--- src/rtl/proc72_pkg.sv ---
// Shared definitions for the 72-bit processor and its program loader.
package proc72_pkg;

    localparam int unsigned WORD_W         = 72;
    localparam int unsigned OPCODE_W       = 4;
    localparam int unsigned BYTES_PER_WORD = WORD_W / 8;

    typedef enum logic [1:0] {
        StIdle,
        StRecv,
        StWrite,
        StDone
    } loader_state_e;

endpackage

--- src/rtl/word_assembler.sv ---
// Shifts bytes MSB-first into a WORD_W-bit register and flags the last byte of a word.
module word_assembler #(
    parameter int unsigned WORD_W = proc72_pkg::WORD_W
) (
    input  logic              clk,
    input  logic              rst,
    input  logic              clear,
    input  logic              shift_en,
    input  logic [7:0]        byte_in,
    output logic [WORD_W-1:0] word,
    output logic              full
);

    localparam int unsigned NBytes = WORD_W / 8;
    localparam int unsigned CntW   = (NBytes > 1) ? $clog2(NBytes) : 1;
    localparam logic [CntW-1:0] LastIdx = CntW'(NBytes - 1);

    logic [CntW-1:0]   cnt_q, cnt_d;
    logic [WORD_W-1:0] data_q, data_d;

    // Next-state: shift in a byte, count it, and wrap the counter on the last byte.
    always_comb begin
        cnt_d  = cnt_q;
        data_d = data_q;
        full   = shift_en && (cnt_q == LastIdx);
        if (clear) begin
            cnt_d = '0;
        end else if (shift_en) begin
            data_d = {data_q[WORD_W-9:0], byte_in};
            cnt_d  = full ? '0 : cnt_q + CntW'(1);
        end
    end

    // Byte counter and assembly register.
    always_ff @(posedge clk or negedge rst) begin
        if (!rst) begin
            cnt_q  <= '0;
            data_q <= '0;
        end else begin
            cnt_q  <= cnt_d;
            data_q <= data_d;
        end
    end

    assign word = data_q;

endmodule

--- src/rtl/instr_mem_loader.sv ---
// Streams bytes into instruction memory one word at a time, holding the core in reset meanwhile.
module instr_mem_loader #(
    parameter int unsigned WORD_W = proc72_pkg::WORD_W,
    parameter int unsigned ADDR_W = 8
) (
    input  logic              clk,
    input  logic              rst,
    input  logic              start,
    input  logic [ADDR_W:0]   load_len,
    input  logic              byte_valid,
    input  logic [7:0]        byte_data,
    output logic              byte_ready,
    output logic              mem_we,
    output logic [ADDR_W-1:0] mem_addr,
    output logic [WORD_W-1:0] mem_wdata,
    output logic              cpu_hold,
    output logic              busy,
    output logic              done,
    output logic              err
);

    import proc72_pkg::*;

    // Largest legal length is a full memory, 2^ADDR_W words.
    localparam logic [ADDR_W:0] MaxLen = {1'b1, {ADDR_W{1'b0}}};

    loader_state_e   state_q, state_d;
    logic [ADDR_W:0] len_q, len_d;
    logic [ADDR_W:0] word_q, word_d;
    logic            done_q, done_d;
    logic            err_q, err_d;

    logic            asm_clear;
    logic            asm_full;
    logic            shift_en;
    logic [WORD_W-1:0] asm_word;

    assign shift_en = byte_ready && byte_valid;

    word_assembler #(
        .WORD_W (WORD_W)
    ) u_word_assembler (
        .clk      (clk),
        .rst      (rst),
        .clear    (asm_clear),
        .shift_en (shift_en),
        .byte_in  (byte_data),
        .word     (asm_word),
        .full     (asm_full)
    );

    // Next-state logic: start qualification, word sequencing and completion.
    always_comb begin
        state_d   = state_q;
        len_d     = len_q;
        word_d    = word_q;
        done_d    = 1'b0;
        err_d     = 1'b0;
        asm_clear = 1'b0;
        unique case (state_q)
            StIdle: begin
                if (start) begin
                    if (load_len == '0) begin
                        done_d = 1'b1;
                    end else if (load_len > MaxLen) begin
                        err_d = 1'b1;
                    end else begin
                        asm_clear = 1'b1;
                        word_d    = '0;
                        len_d     = load_len;
                        state_d   = StRecv;
                    end
                end
            end
            StRecv: begin
                if (asm_full) begin
                    state_d = StWrite;
                end
            end
            StWrite: begin
                asm_clear = 1'b1;
                word_d    = word_q + (ADDR_W + 1)'(1);
                // Word count is one bit wider than the address, so the last address never wraps.
                state_d   = (word_d == len_q) ? StDone : StRecv;
            end
            StDone: begin
                state_d = StIdle;
            end
            default: begin
                state_d = StIdle;
            end
        endcase
    end

    // State, latched length, word counter and registered pulses.
    always_ff @(posedge clk or negedge rst) begin
        if (!rst) begin
            state_q <= StIdle;
            len_q   <= '0;
            word_q  <= '0;
            done_q  <= 1'b0;
            err_q   <= 1'b0;
        end else begin
            state_q <= state_d;
            len_q   <= len_d;
            word_q  <= word_d;
            done_q  <= done_d;
            err_q   <= err_d;
        end
    end

    assign byte_ready = (state_q == StRecv);
    assign mem_we     = (state_q == StWrite);
    assign mem_addr   = word_q[ADDR_W-1:0];
    assign mem_wdata  = asm_word;
    assign busy       = (state_q != StIdle);
    assign cpu_hold   = (state_q != StIdle);
    assign done       = done_q || (state_q == StDone);
    assign err        = err_q;

endmodule

--- config.mk ---
export PLATFORM = sky130hd
export DESIGN_NAME = instr_mem_loader
export DESIGN_NICKNAME = d
export VERILOG_FILES = /design/src/rtl/proc72_pkg.sv /design/src/rtl/word_assembler.sv /design/src/rtl/instr_mem_loader.sv
export SDC_FILE = /design/constraint.sdc
export NUM_CORES = 1
export LEC_CHECK = 0
export ABC_AREA = 1
export CAP_MARGIN = 10
export CORE_UTILIZATION = 49
export CTS_CLUSTER_DIAMETER = 200
export CTS_CLUSTER_SIZE = 12
export DETAILED_ROUTE_END_ITERATION = 10
export GPL_TIMING_DRIVEN = 0
export PLACE_DENSITY = 0.79
export SETUP_SLACK_MARGIN = 0.02
export SLEW_MARGIN = 25
export SYNTH_ARGS = -nofsm -noshare
export SYNTH_HDL_FRONTEND = slang
export SYNTH_SLANG_ARGS = --single-unit
export TNS_END_PERCENT = 20
--- constraint.sdc ---
create_clock -name clk -period 2.2 [get_ports clk]
set_clock_uncertainty 0.2 [all_clocks]
set_input_delay 0.33 -clock clk [delete_from_list [all_inputs] [get_ports clk]]
set_output_delay 0.33 -clock clk [all_outputs]
set_load 0.01 [all_outputs]
==> out/qor.yml <==
sta:
  worst_slew_pin_slew_ns: 0.350
  hold_viol_final: 0
  slew_headroom: 0.767
  tns_ns: 0
  period_share: 0.992
  min_period_ns: 2.18
  rsz0062_at_grt: "true"
  drv_slew: 0
  timing.fmax_ghz: 0.458
  setup_viol: 0
finish:
  diodes: 0
  finalNetCount: 650
  syn_to_final_growth_pct: 36.7
  multi_input_area_um2: 1510
  nFillCells: 673
  fin_util: 0.697
  register_area_um2: 2450
  drive_above_1_share: 0.112
yosys:
  synth_top_cell_area_share: 0.580
  synthArstFlopShare: 1.00
  synth_area_leaders: "dfrtp_1 (58%), nand2_1 (20%), inv_1 (3.5%), nand3_1 (2.0%), buf_4 (2.0%)"
  synth.yosys.seq_area_share: 0.580
  syn-num-nets: 526
  ys.warnings.count: 0
  postSynthCellCount: 499
  synthMuxAreaShare: 0.00266
  synth_seq_cells: 98
  synth-compound-area-share: 0.0592
  synth_edf_count: 0
  synth-xor-area-share: 0.00414
  synth_ff_type: "dfrtp_1"
  ys_types: 29
  synth_top_family_by_area: "simple AND/OR/NAND/NOR gates"
  netlist.top_cell.by_area: "dfrtp_1"
  yosys.area_share.simple: 0.262
  synth.cell_area_um2: 4230
  synthAdderAreaFrac: 0.0177
  syn_area_per_cell_um2: 8.48
pwr:
  power_uw: 7510
  powerDensity_nw_per_um2: 1300
  ir_drop_v: 0.000742
  power_frac_comb: 0.416
  p_sw_frac: 0.363
  seq_power_share: 0.404
  p_int_uw: 4780
  power.switching_uw: 2730
  clockPowerShare: 0.180
  leakage_uw: 0.00289
global_route:
  grt_overflow: 0
  antenna_found_initial: 0
  grt_util_all_layers: 0.238
  grt_pass1_vias: 3422
  grt_max_degree: 73
  grt_pass1_wl_um: 16300
setup_path:
  end_kind: "register"
  critPathSlowestCell: "clkdlybuf4s50_1"
  critPathMaxFanout: 6
  r2r_slack_ns: 0.29
  path_cells: "clkdlybuf4s50_1 -> nor4_2 -> nand2_1 -> inv_1 -> ha_1 -> nor2_1 -> nand3_2 -> buf_4 -> mux2_2"
  cp_data_required_time_ns: 2.25
  slowest_delay_ns: 0.47
  arrival_ns: 2.24
  rr_worst_depth: 11
  r2r_start: "word_q[0]$_DFFE_PN0P_"
  reg2reg_to: "state_q[1]$_DFFE_PN0P_"
  critical_path_class: "in2reg"
  critPathLaunchType: "primary input"
placement:
  dp_hpwl_um: 7220
  place_congestion: 0.850
  io_buffers: 106
min_path:
  hold_class: "in2async"
drt:
  vias_per_cell: 4.93
  dr.pass1.iters: 4
  drt_iter0_markers: 130
  drtAntennaViolNets: 0
  wl_per_cell_um: 13.8
  routed_wl_um: 10100
  drc: 0
  vias: 3607
cts:
  numCtsBuffers: 9
  clkSinkCount: 98
  path_clk_slew_ns: 0.09
  root_buffer: "clkbuf_8"
  clkLatencyLatePin_ns: 0.36
  htreeDepth: 3
  cts_buffer_depth: 2
  cts_tree: "done"
die:
  rows: 33
  die_h_um: 94.9
  core_area_um2: 8300
  die_w_um: 94.9
  die_area_um2: 9010
  initial_core_util: 0.510
  ios: 107
run_status:
  status: "finished, final reports clean"
flow_run:
  max_cap_viol_count: 0
## cell families (layout without fill, tap and decap cells)
group | Yosys count | count (layout)
AO/OA/AOI/OAI | 45 | 45
XOR/XNOR | 2 | 2
adder cells (fa/ha/maj) | 6 | 6
buffers and inverters | 68 | 195
flip-flops | 98 | 98
multiplexers | 1 | 1
AND/OR/NAND/NOR | 279 | 279
## worst max-delay path: cells and delay by family
family	cells	cell delay, ns
adder cells (fa/ha/maj)	1	0.25
AND/OR/NAND/NOR	4	0.64
buffers and inverters	3	0.69
multiplexers	1	0.33
## how the worst max path moves through the flow
stage,from,to,slack [ns],cells past startpoint
after floorplan,load_len[1],word_q[7]$_DFFE_PN0P_,0.34,7
after global placement,rst,u_word_assembler.word[56]$_DFFE_PN0P_,-2.97,1
after detailed placement,load_len[1],word_q[7]$_DFFE_PN0P_,-0.48,8
after CTS,load_len[1],len_q[5]$_DFFE_PN0P_,0.02,9
after global routing,load_len[1],len_q[1]$_DFFE_PN0P_,-0.07,9
final,load_len[5],len_q[1]$_DFFE_PN0P_,0.02,9
## state kept, by name, indices dropped and copies added, names as in the netlist
name                    flops
err                         1
u_word_assembler.cnt_q      4
u_word_assembler.word      72
done_q                      1
len_q                       9
state_q                     2
word_q                      9
## Yosys cell counts (all sizes together), types with 3 or more instances
| cell | count |
|---|---|
| ha | 6 |
| nand4 | 3 |
| nand3 | 17 |
| dfrtp | 98 |
| buf | 26 |
| nor2 | 23 |
| o21ai | 26 |
| nand2 | 232 |
| a21oi | 9 |
| inv | 42 |
| o22ai | 6 |
## cell type report
cell class	count	area share
Buffer	26	0.0277
Multi-Input combinational cell	333	0.262
Tap cell	105	0.0227
Sequential cell	98	0.424
Clock inverter	5	0.0182
Clock buffer	9	0.0214
Inverter	42	0.0277
Timing Repair Buffer	113	0.196
## power groups by stage
stage	clock network, µW	logic [µW]	registers (µW)
2_1_floorplan	0	1230	3190
3_3_place_gp	0	2990	3020
3_5_place_dp	0	3090	3040
4_1_cts	1370	3110	3020
5_1_grt	1430	3480	3130
6_report	1350	3130	3030
## per-stage QoR
stage / hold WS (ns) / area (µm²) / std cells / worst slack [ns]
floorplan: -0.166 / 4230 / 499 / 0.337
global placement: 0.253 / 5420 / 710 / -2.97
detailed placement: 0.00971 / 5450 / 711 / -0.478
CTS: 0.177 / 5700 / 727 / 0.0228
global route: 0.200 / 5780 / 731 / -0.0715
finish: 0.186 / 5780 / 731 / 0.0176
## repair_timing
action | 4_1_cts | 5_1_grt
setup endpoints to repair | 9 | 23
resized for setup | 5 | 13
hold endpoints to repair | 98 | 0
hold buffers | 1 | 0
buffers inserted | 1 | 4
pin swaps | 2 | 1
## cells in the final DEF, fill, tap and decap left out, types with 2 or more instances in the layout
master           count
nand2_1            227
clkdlybuf4s50_1    102
dfrtp_1             96
inv_1               38
nor2_1              20
buf_4               17
nand3_1             16
o21ai_0             15
buf_2               14
o21ai_1             10
clkbuf_8             9
a21oi_1              8
o22ai_1              6
ha_1                 6
nand2_2              4
inv_2                3
nand4_1              3
bufinv_16            3
nor4_2               2
nor2_4               2
xor2_1               2
clkinvlp_4           2
dfrtp_2              2
## layer usage
| layer | vias to the layer above | GRT usage | part of all wire |
|---|---|---|---|
| met5 | - | 0 | 0 |
| met4 | 0 | 0.0922 | 0.017 |
| met3 | 14 | 0.0580 | 0.056 |
| met2 | 86 | 0.391 | 0.50 |
| met1 | 1718 | 0.303 | 0.43 |
| li1 | 1789 | - | - |
Power figures use the tool's default switching activity.
